## src/rtl/uart_echo_tester_if.sv

```systemverilog
// Control bus for uart_echo_tester: run request in, status and result out.
// start is taken only in a cycle where busy is low; len/seed are sampled with it,
// and results (pass/err_cnt/timeout) are stable from the done pulse until the next taken start.
interface uart_echo_tester_if;
  logic       start;
  logic [7:0] len;
  logic [7:0] seed;
  logic       busy;
  logic       done;
  logic       pass;
  logic [7:0] err_cnt;
  logic       timeout;
  logic [2:0] dbg_state;

  modport master (
    output start, len, seed,
    input  busy, done, pass, err_cnt, timeout, dbg_state
  );

  modport slave (
    input  start, len, seed,
    output busy, done, pass, err_cnt, timeout, dbg_state
  );
endinterface

```

## src/rtl/uart_echo_tester.sv

```systemverilog
// UART loopback tester: sends a payload sequence on txd and checks each echo on rxd.
// Define UART_ECHO_TESTER_LFSR_EN for an LFSR payload sequence instead of incrementing bytes.
module uart_echo_tester #(
  parameter int CLK_FREQ    = 50_000_000,
  parameter int BAUD        = 115200,
  parameter int TIMEOUT_CYC = 20 * (CLK_FREQ / BAUD)
) (
  input  logic clk,
  input  logic rst,
  input  logic rxd,
  output logic txd,
  uart_echo_tester_if.slave ctl
);
  localparam int BIT_CYC = CLK_FREQ / BAUD;
  localparam int HALF    = BIT_CYC / 2;
  localparam int BW      = $clog2(BIT_CYC + 1);
  localparam int TW      = $clog2(TIMEOUT_CYC + 1);

  typedef enum logic [2:0] {IDLE, SEND, WAIT, CHECK, FINISH} state_e;

  state_e        state_q, state_d;
  logic [9:0]    tx_sh_q, tx_sh_d;
  logic [BW-1:0] tx_cnt_q, tx_cnt_d;
  logic [3:0]    tx_bit_q, tx_bit_d;
  logic [TW-1:0] to_cnt_q, to_cnt_d;
  logic [7:0]    payload_q, payload_d;
  logic [8:0]    byte_cnt_q, byte_cnt_d;
  logic [8:0]    len_q, len_d;
  logic [7:0]    err_q, err_d;
  logic          timeout_q, timeout_d;
  logic          pass_q, pass_d;

  logic          rx_s1_q, rx_s2_q, rx_s3_q;
  logic          rx_busy_q, rx_done_q, rx_ferr_q, rx_discard_q;
  logic [BW-1:0] rx_cnt_q;
  logic [3:0]    rx_bit_q;
  logic [7:0]    rx_sh_q, rx_data_q;

  function automatic logic [7:0] next_payload(input logic [7:0] p);
`ifdef UART_ECHO_TESTER_LFSR_EN
    return {1'b0, p[7:1]} ^ (p[0] ? 8'hB8 : 8'h00);
`else
    return p + 8'd1;
`endif
  endfunction

  function automatic logic [7:0] first_payload(input logic [7:0] s);
`ifdef UART_ECHO_TESTER_LFSR_EN
    return (s == 8'h00) ? 8'h01 : s;
`else
    return s;
`endif
  endfunction

  // Receiver: frames that begin outside WAIT are still decoded but flagged for discard.
  always_ff @(posedge clk or posedge rst) begin
    if (rst) begin
      rx_s1_q      <= 1'b1;
      rx_s2_q      <= 1'b1;
      rx_s3_q      <= 1'b1;
      rx_busy_q    <= 1'b0;
      rx_done_q    <= 1'b0;
      rx_ferr_q    <= 1'b0;
      rx_discard_q <= 1'b0;
      rx_cnt_q     <= '0;
      rx_bit_q     <= '0;
      rx_sh_q      <= '0;
      rx_data_q    <= '0;
    end else begin
      rx_s1_q   <= rxd;
      rx_s2_q   <= rx_s1_q;
      rx_s3_q   <= rx_s2_q;
      rx_done_q <= 1'b0;
      if (!rx_busy_q) begin
        if (rx_s3_q && !rx_s2_q) begin
          rx_busy_q    <= 1'b1;
          rx_cnt_q     <= '0;
          rx_bit_q     <= '0;
          rx_discard_q <= (state_q != WAIT);
        end
      end else begin
        if (rx_cnt_q == BW'(BIT_CYC - 1)) begin
          rx_cnt_q <= '0;
          rx_bit_q <= rx_bit_q + 4'd1;
        end else begin
          rx_cnt_q <= rx_cnt_q + BW'(1);
        end
        if (rx_cnt_q == BW'(HALF)) begin
          if (rx_bit_q == 4'd0) begin
            if (rx_s2_q) rx_busy_q <= 1'b0;
          end else if (rx_bit_q == 4'd9) begin
            rx_busy_q <= 1'b0;
            rx_done_q <= 1'b1;
            rx_ferr_q <= !rx_s2_q;
            rx_data_q <= rx_sh_q;
          end else begin
            rx_sh_q <= {rx_s2_q, rx_sh_q[7:1]};
          end
        end
      end
    end
  end

  always_ff @(posedge clk or posedge rst) begin
    if (rst) begin
      state_q    <= IDLE;
      tx_sh_q    <= '1;
      tx_cnt_q   <= '0;
      tx_bit_q   <= '0;
      to_cnt_q   <= '0;
      payload_q  <= '0;
      byte_cnt_q <= '0;
      len_q      <= '0;
      err_q      <= '0;
      timeout_q  <= 1'b0;
      pass_q     <= 1'b0;
    end else begin
      state_q    <= state_d;
      tx_sh_q    <= tx_sh_d;
      tx_cnt_q   <= tx_cnt_d;
      tx_bit_q   <= tx_bit_d;
      to_cnt_q   <= to_cnt_d;
      payload_q  <= payload_d;
      byte_cnt_q <= byte_cnt_d;
      len_q      <= len_d;
      err_q      <= err_d;
      timeout_q  <= timeout_d;
      pass_q     <= pass_d;
    end
  end

  always_comb begin
    state_d    = state_q;
    tx_sh_d    = tx_sh_q;
    tx_cnt_d   = tx_cnt_q;
    tx_bit_d   = tx_bit_q;
    to_cnt_d   = to_cnt_q;
    payload_d  = payload_q;
    byte_cnt_d = byte_cnt_q;
    len_d      = len_q;
    err_d      = err_q;
    timeout_d  = timeout_q;
    pass_d     = pass_q;
    case (state_q)
      IDLE: begin
        if (ctl.start) begin
          state_d    = SEND;
          len_d      = (ctl.len == 8'd0) ? 9'd256 : {1'b0, ctl.len};
          byte_cnt_d = '0;
          err_d      = '0;
          timeout_d  = 1'b0;
          pass_d     = 1'b0;
          payload_d  = first_payload(ctl.seed);
          tx_sh_d    = {1'b1, first_payload(ctl.seed), 1'b0};
          tx_cnt_d   = '0;
          tx_bit_d   = '0;
        end
      end
      SEND: begin
        if (tx_cnt_q == BW'(BIT_CYC - 1)) begin
          tx_cnt_d = '0;
          tx_sh_d  = {1'b1, tx_sh_q[9:1]};
          if (tx_bit_q == 4'd9) begin
            state_d  = WAIT;
            to_cnt_d = '0;
          end else begin
            tx_bit_d = tx_bit_q + 4'd1;
          end
        end else begin
          tx_cnt_d = tx_cnt_q + BW'(1);
        end
      end
      WAIT: begin
        if (rx_done_q && !rx_discard_q) begin
          state_d = CHECK;
        end else if (to_cnt_q == TW'(TIMEOUT_CYC)) begin
          state_d   = FINISH;
          timeout_d = 1'b1;
        end else begin
          to_cnt_d = to_cnt_q + TW'(1);
        end
      end
      CHECK: begin
        if ((rx_data_q != payload_q || rx_ferr_q) && err_q != 8'hFF) err_d = err_q + 8'd1;
        payload_d  = next_payload(payload_q);
        byte_cnt_d = byte_cnt_q + 9'd1;
        if (byte_cnt_d == len_q) begin
          state_d = FINISH;
        end else begin
          state_d  = SEND;
          tx_sh_d  = {1'b1, next_payload(payload_q), 1'b0};
          tx_cnt_d = '0;
          tx_bit_d = '0;
        end
      end
      FINISH: state_d = IDLE;
      default: state_d = IDLE;
    endcase
    // Verdict is registered on entry to FINISH so it is already valid during the done pulse.
    if (state_q != FINISH && state_d == FINISH) pass_d = (err_d == 8'd0) && !timeout_d;
  end

  assign txd           = (state_q == SEND) ? tx_sh_q[0] : 1'b1;
  assign ctl.busy      = (state_q != IDLE);
  assign ctl.done      = (state_q == FINISH);
  assign ctl.pass      = pass_q;
  assign ctl.err_cnt   = err_q;
  assign ctl.timeout   = timeout_q;
  assign ctl.dbg_state = state_q;
endmodule
```

## src/flat_wrapper.sv

```systemverilog
// flat-port wrapper written by rule: the top's interface ports become plain ports
module uart_echo_tester_flat 
#(
  parameter int CLK_FREQ    = 50_000_000,
  parameter int BAUD        = 115200,
  parameter int TIMEOUT_CYC = 20 * (CLK_FREQ / BAUD)
)
  (clk, rst, rxd, txd, ctl_start, ctl_len, ctl_seed, ctl_busy, ctl_done, ctl_pass, ctl_err_cnt, ctl_timeout, ctl_dbg_state);
  uart_echo_tester_if ctl_i ();
  input  logic clk;
  input  logic rst;
  input  logic rxd;
  output logic txd;
  input wire logic [$bits(ctl_i.start)-1:0] ctl_start;
  input wire logic [$bits(ctl_i.len)-1:0] ctl_len;
  input wire logic [$bits(ctl_i.seed)-1:0] ctl_seed;
  output wire logic [$bits(ctl_i.busy)-1:0] ctl_busy;
  output wire logic [$bits(ctl_i.done)-1:0] ctl_done;
  output wire logic [$bits(ctl_i.pass)-1:0] ctl_pass;
  output wire logic [$bits(ctl_i.err_cnt)-1:0] ctl_err_cnt;
  output wire logic [$bits(ctl_i.timeout)-1:0] ctl_timeout;
  output wire logic [$bits(ctl_i.dbg_state)-1:0] ctl_dbg_state;
  assign ctl_i.start = ctl_start;
  assign ctl_i.len = ctl_len;
  assign ctl_i.seed = ctl_seed;
  assign ctl_busy = ctl_i.busy;
  assign ctl_done = ctl_i.done;
  assign ctl_pass = ctl_i.pass;
  assign ctl_err_cnt = ctl_i.err_cnt;
  assign ctl_timeout = ctl_i.timeout;
  assign ctl_dbg_state = ctl_i.dbg_state;
  uart_echo_tester #(.CLK_FREQ(CLK_FREQ), .BAUD(BAUD), .TIMEOUT_CYC(TIMEOUT_CYC)) u_core (.clk(clk), .rst(rst), .rxd(rxd), .txd(txd), .ctl(ctl_i));
endmodule
```

## config.mk

```make
export PLATFORM = sky130hd
export DESIGN_NAME = uart_echo_tester_flat
export DESIGN_NICKNAME = d
export VERILOG_FILES = /design/src/rtl/uart_echo_tester_if.sv /design/src/rtl/uart_echo_tester.sv /design/src/flat_wrapper.sv
export SDC_FILE = /design/constraint.sdc
export NUM_CORES = 1
export LEC_CHECK = 0
export ABC_AREA = 1
export CAP_MARGIN = 20
export CELL_PAD_IN_SITES_DETAIL_PLACEMENT = 1
export CELL_PAD_IN_SITES_GLOBAL_PLACEMENT = 1
export CORE_UTILIZATION = 48
export CTS_CLUSTER_DIAMETER = 30
export DETAILED_ROUTE_END_ITERATION = 16
export PLACE_DENSITY = 0.83
export SYNTH_ARGS = -nofsm -noshare
export SYNTH_HDL_FRONTEND = slang
export SYNTH_SLANG_ARGS = --single-unit
```

## constraint.sdc

```tcl
create_clock -name clk -period 5.45 [get_ports clk]
set_clock_uncertainty 0.05 [all_clocks]
set_input_delay 0.8175 -clock clk [delete_from_list [all_inputs] [get_ports clk]]
set_output_delay 0.8175 -clock clk [all_outputs]
set_load 0.02 [all_outputs]
```

# == Yosys cells after proc, flatten, opt, wreduce, memory -nomap -nowiden ==
# Cells that the tools add are included.
# totals
reg_bits,112
in_bits,20
output_inout_bits,16
wordCells,144
# op_classes
add_sub_neg,8
n_eq_ne,24
n_mux,56
bitwise_logic,3
n_reduce_logical,31
# op_table
operator,count
$mux 9,7
$mux 14,4
$pmux 8 s2,2
$mux 10,3
$pmux 10 s3,1
$mux 4,7
$pmux 14 s2,1
$add 9x1->9 const B,3
$pmux 9 s3,1
$mux 8,3
$eq 9x9->1 const B,2
$mux 3,6
$pmux 9 s2,1
$mux 1,17
$add 8x1->8 const B,2
$logic_not 8->1,2
$add 14x1->14 const B,1
$eq 14x14->1 const B,1
$ne 2x2->1 const B,6
$pmux 3 s4,1
$pmux 4 s3,1
$reduce_and 4->1,3
$reduce_and 2->1,5
$reduce_and 5->1,2
other kinds (22),40

# == Longest topological paths before layout ==
# Gate-level depths: netlist of run 1.
# depth
depth_word,8
depth_mapped,16
ltp_nobuf,16

# == Worst setup path before layout of run 1 ==
# No wires, ideal clock.
# synth_path
path_type,register -> output
start,register u_core.state_q[0] (netlist: u_core.ctl.dbg_state[0])
end,output txd
arrival_time_ps,1500
t_required_ps,4583
setup_slack_ps,3083
stages_incl_launch_ff,8
n_path_buf,1
path_cell_list,dfrtp_1 > inv_1 > nor2_4 > inv_4 > nor2_4 > inv_1 > clkbuf_1 > or2_2
# synth_via
elab_chain_len,2
# synth_lines
element,line_no,source
from (decl),uart_echo_tester.sv:21,"state_e state_q, state_d;"
from (signal assigned),uart_echo_tester.sv:118,state_q <= state_d;
$eq 3x1->1,uart_echo_tester.sv:203,assign txd = (state_q == SEND) ? tx_sh_q[0] : 1'b1;
$mux 1,uart_echo_tester.sv:203,
to (decl),flat_wrapper.sv:13,output logic txd;
# Every way passes these cells.

# == Worst setup path in the final report of run 1 ==
# Ends and elaborated chain as after synthesis.

==> impl_metrics.ini, run 1 <==
[run_status]
status = finished, final reports clean

[clock_tree]
clk_transition_reported_paths_ns = 0.07
ctsResizeCount = 0
root_buffer = clkbuf_16
htreeDepth = 3
cts_tree = built
cts_inserted_buffers = 9
clock_sinks = 111
clk-insertion-delay-late_ns = 0.36
clk_path_buf_depth = 2
cts_setup_buffers = 0
cts_hold_buf = 0

[grt]
grt_pass1_wl_mm = 27.5
antenna_found_initial = 0
grt_pass1_vias = 5631
grt-ovfl-total = 0
grt_usage = 0.270
grt_start_max_net_pins = 85

[sta]
period_needed_ns = 3.50
whs_ns = 0.316
max_freq_mhz = 286
worst_pin_slew_ns = 0.923
final_max_slew_viol_count = 0
hold_viol = 0
final-setup-viol-count = 0
max_slew_margin = 0.383
rsz0062_at_grt = false
fin_setup_tns_ns = 0
post-route-period-util = 0.642

[route]
drc_errors = 0
wl_per_cell_um = 16.5
vias = 5278
ant_nets = 0
drtIter0Drc = 209
dr.max_layer_used = met4
via_per_inst = 5.44
first_pass_iters = 4
wirelength_mm = 16.0
met2RoutedLength_mm = 8.19
met1_length_mm = 7.16
met3WireLength_um = 423

[power_and_ir_drop]
ir_drop_mv = 0.193
p_per_area_nw_per_um2 = 242
p_leak_nw = 3.15

[cells_and_area]
nNetsFinal = 832
layout-drive-gt1-share = 0.0735
fill_cells = 1520
fin_cells = 971
num_antenna_cells = 0
area_growth_pct = 13.5

[critical_path]
crit_fanout = 13
crit_type = register to output port
cp.required_ns = 4.58
critPathLaunchType = register
critical_path.endpoint_type = output port
worstPathArrival_ns = 2.63

[synthesis]
syn-num-nets = 797
synth.avg_cell_area_um2 = 7.92
yosysTopAreaCellShare = 0.410
ys_ff_latch = 111
synth_cells = 763
yosysSeqAreaShare = 0.462
ys_async_sr_fraction = 1.00
synth_largest_area_cell = dfrtp_1
netlist_area_um2 = 6040
synth_warnings = 0
synthDistinctLibCells = 46
synth_edf_count = 0
ys.flop_type = dfrtp_1
yosys-top-cells-area = dfrtp_1, nand2_1, inv_1

[min_path]
min_path_type = register to register

[die]
core_um2 = 12200
die_h_um = 114
die-area_um2 = 13000
start_util = 0.497
die_w_um = 114
std_cell_rows = 40
ios = 36

[placed_design]
dp_cells = 954
numPortBuffers = 35
dp_hpwl_mm = 11.7
place_congestion = 0.879

[job]
cap_violations = 0
-- report_power, final --
group	internal, mW	leakage (nW)	switching (mW)
Clock	0.325	0.139	0.317
Sequential	0.855	1.40	0.0292
Combinational	0.0523	1.61	0.0797
Total	1.23	3.15	0.426
-- layout by cell type (no fill, tap or decap), drive strengths merged, types with 18 or more instances in the layout --
cell type / n
o21ai: 68
nand2: 197
nand4: 18
a21oi: 23
nor3: 21
clkdlybuf4s50: 35
nor2: 65
dfrtp: 99
xor2: 18
nand3: 48
inv: 114
-- final cells by class --
cell class,count,area [µm²],area share
clock buffers,10,239,0.0348
clock inverters,6,43.8,0.00639
inverters,113,429,0.0626
multi-input cells,526,2760,0.402
flip-flops and latches,111,2790,0.407
well taps,168,210,0.0307
repair buffers,37,385,0.0562
-- flip-flops by register name, indices dropped and copies added, names as in the netlist, 3 cells and up --
| signal | flops |
|---|---|
| u_core.to_cnt_q | 14 |
| u_core.byte_cnt_q | 9 |
| u_core.len_q | 9 |
| u_core.rx_cnt_q | 9 |
| u_core.tx_cnt_q | 9 |
| u_core.tx_sh_q | 9 |
| u_core.ctl.err_cnt | 8 |
| u_core.payload_q | 8 |
| u_core.rx_data_q | 8 |
| u_core.rx_sh_q | 8 |
| u_core.rx_bit_q | 4 |
| u_core.tx_bit_q | 4 |
| u_core.ctl.dbg_state | 3 |
-- kinds of logic after synthesis --
kind of cell             after synthesis  share of synthesized area
flip-flops                           111                      0.462
adder cells (fa/ha/maj)               14                     0.0290
AND/OR/NAND/NOR                      361                      0.270
AO/OA/AOI/OAI                        127                      0.122
buffers and inverters                126                     0.0818
XOR/XNOR                              24                     0.0348
-- metrics by stage --
stage / setup slack [ns] / instance area [µm²] / utilization / power (mW)
after floorplan: 1.67 / 6040 / - / 0.981
after global placement: 1.95 / 6550 / 0.538 / 1.02
after detailed placement: 1.88 / 6550 / 0.538 / 1.03
after CTS: 1.96 / 6830 / 0.562 / 1.67
after global routing: 1.79 / 6860 / 0.564 / 1.72
final: 1.95 / 6860 / 0.564 / 1.66
-- cell usage after synthesis (2+ instances only) --
cell	number
a211oi_1	3
a21oi_1	22
a221oi_1	5
a22oi_1	2
a31oi_1	2
a32o_1	2
buf_2	3
clkbuf_1	8
dfrtp_1	99
dfstp_2	12
ha_1	14
inv_1	107
inv_2	5
nand2_1	194
nand2_2	3
nand3_1	46
nand3_4	2
nand4_1	17
nor2_1	60
nor2_2	2
nor2_4	3
nor3_1	18
nor3_4	2
nor4_1	5
o21ai_0	56
o21ai_1	10
o21ai_2	2
o22ai_1	8
o31ai_1	10
or2_2	3
xnor2_1	6
xor2_1	18
-- metal layers --
layer,GRT usage,vias to the layer above
li1,-,2563
met1,0.331,2635
met2,0.479,58
met3,0.0524,22
met4,0.0874,0
met5,0,-
-- final timing paths --
path,start,endpoint,slack [ns],cells past startpoint
worst max register to register,u_core.ctl.dbg_state[1]$_DFF_PP0_,u_core.ctl.pass$_DFFE_PP0P_,2.37,11
worst min register to register,u_core.rx_s1_q$_DFF_PP1_,u_core.rx_s2_q$_DFF_PP1_,0.32,0
max in group asynchronous,rst,u_core.rx_s3_q$_DFF_PP1_,3.79,3
min in group asynchronous,rst,u_core.rx_sh_q[0]$_DFFE_PP0P_,0.78,2
worst max-delay path,u_core.ctl.dbg_state[0]$_DFF_PP0_,txd,1.95,7
worst min-delay path,u_core.rx_s1_q$_DFF_PP1_,u_core.rx_s2_q$_DFF_PP1_,0.32,0
-- worst max-delay path, cell delays in order (launching register included) --
cell and delay, ns:
dfrtp_1 0.42, inv_1 0.11, nor2_4 0.16, inv_4 0.10, nor2_4 0.30, inv_1 0.29, or2_2 0.34, clkdlybuf4s50_1 0.54
(Power assumes the default switching activity.)
==> inputs of run 2 (changes only) <==
- CORE_UTILIZATION: 48 -> 41
- PLACE_DENSITY: 0.83 -> 0.75
- clock period: 5.45 -> 3 ns (I/O delays scaled with it)
==> run 2 against run 1 <==
Against the previous run:
- design area increased by 1.1%
- utilization shrank 8.5 points
- cell count is 2.2% higher
- hold slack worse by 0.0077 ns
- global-route usage shrank 4.2 points
- critical path depth unchanged
- non-clock buffer count grew 5
==> impl_metrics.ini, run 2 (synthesis gave the netlist of run 1 again) <==
[run_status]
status = finished, final reports clean

[sta]
worst_slack_ns = 0.161
max_freq_mhz = 352
final-setup-viol-count = 0
fin_setup_tns_ns = 0
worst_pin_slew_ns = 0.661
hold_viol = 0
period_needed_ns = 2.84
final_max_slew_viol_count = 0
max_slew_margin = 0.559
post-route-period-util = 0.946
rsz0062_at_grt = false

[die]
die_h_um = 123
ios = 36
std_cell_rows = 44
die_w_um = 123
start_util = 0.417
die-area_um2 = 15200
core_um2 = 14500

[critical_path]
critical_path.endpoint_type = output port
worstPathArrival_ns = 2.34
crit_type = register to output port
critPathLaunchType = register
cp.required_ns = 2.50
crit_fanout = 12

[grt]
met1_usage = 0.280
grt_pass1_vias = 5655
grt_usage = 0.229
grt-busiest-layer = met2
use_met2 = 0.401
antenna_found_initial = 0
grt-ovfl-total = 0
grt_pass1_wl_mm = 27.0
grt_start_max_net_pins = 112
use_met3 = 0.0447

[clock_tree]
clock_sinks = 111
htreeDepth = 3
clk_path_buf_depth = 2
clk-insertion-delay-late_ns = 0.36
ctsResizeCount = 0
cts_tree = built
cts_setup_buffers = 0
root_buffer = clkbuf_16
cts_inserted_buffers = 9
cts_hold_buf = 0
clk_transition_reported_paths_ns = 0.08

[cells_and_area]
area_growth_pct = 14.7
layout-drive-gt1-share = 0.0792
final_common_cell = nand2_1
multi_input_area_um2 = 2760
ff_latch_area_um2 = 2790
fill_cells = 1773
regMostFlops = u_core.to_cnt_q
nNetsFinal = 837
largest_reg_flops = 14
fin_cells = 992
final_util = 0.479
layout_common_cells = nand2_1, inv_1, dfrtp_1
num_antenna_cells = 0

[placed_design]
place_ws_ns = 0.530
numPortBuffers = 35
dp_cells = 976
dp_hpwl_mm = 11.8
place_congestion = 0.861

[power_and_ir_drop]
p_per_area_nw_per_um2 = 447
p_leak_nw = 3.17
ir_drop_mv = 0.309
power_mw = 3.10

[route]
drc_errors = 0
vias = 5260
wirelength_mm = 15.9
first_pass_iters = 4
ant_nets = 0
drtIter0Drc = 291
wl_per_cell_um = 16.0
via_per_inst = 5.30

[job]
cap_violations = 0

[min_path]
min_path_type = register to register
[run 2: cell count changes in the layout (fill, tap and decap cells not counted)]
| cell | before | now |
|---|---|---|
| bufinv_16 | 0 | 1 |
| inv_4 | 2 | 1 |
| clkbuf_8 | 1 | 0 |
| buf_12 | 0 | 1 |
| inv_6 | 1 | 2 |
| clkinvlp_4 | 1 | 3 |
| buf_4 | 1 | 6 |
| clkinv_2 | 2 | 0 |
| buf_16 | 1 | 0 |
[run 2: worst max-delay path, stage by stage (launching register included)]
cell,delay (ns)
dfrtp_1,0.44
inv_1,0.11
nor2_4,0.16
inv_4,0.09
nor2_4,0.27
inv_1,0.10
or2_2,0.28
clkdlybuf4s50_1,0.53
[run 2: final cells by class]
class,count,area share
sequential,111,0.403
timing repair buffer,42,0.0599
clock buffer,9,0.0325
tap,184,0.0332
inverter,113,0.0621
multi-input combinational,526,0.398
clock inverter,7,0.0116
[run 2: power by group]
group          internal, mW  switching (mW)  total, mW
registers              1.55          0.0521       1.60
clock network         0.658           0.599       1.26
logic                0.0929           0.145      0.238
total                  2.30           0.797       3.10
[run 2: worst paths after layout]
kind | startpoint | to | slack [ns] | depth (start not counted)
hold reg to reg | u_core.rx_s1_q$_DFF_PP1_ | u_core.rx_s2_q$_DFF_PP1_ | 0.31 | 0
setup reg to reg | u_core.ctl.dbg_state[0]$_DFF_PP0_ | u_core.ctl.pass$_DFFE_PP0P_ | 0.51 | 11
setup / recovery | u_core.ctl.dbg_state[0]$_DFF_PP0_ | txd | 0.16 | 7
min in group asynchronous | rst | u_core.byte_cnt_q[7]$_DFFE_PP0P_ | 0.52 | 3
max in group asynchronous | rst | u_core.to_cnt_q[8]$_DFFE_PP0P_ | 1.84 | 3
hold / removal | u_core.rx_s1_q$_DFF_PP1_ | u_core.rx_s2_q$_DFF_PP1_ | 0.31 | 0
[run 2: per-layer routing]
metal	vias up	share of wire
met4	0	0.019
li1	2575	-
met5	-	0
met2	66	0.50
met3	27	0.028
met1	2592	0.45
[run 2: through the flow]
stage	hold WS [ns]	instance area [µm²]
6_report	0.309	6930
5_1_grt	0.316	6930
4_1_cts	0.311	6930
3_5_place_dp	0.300	6630
3_3_place_gp	0.297	6630
2_1_floorplan	0.295	6050
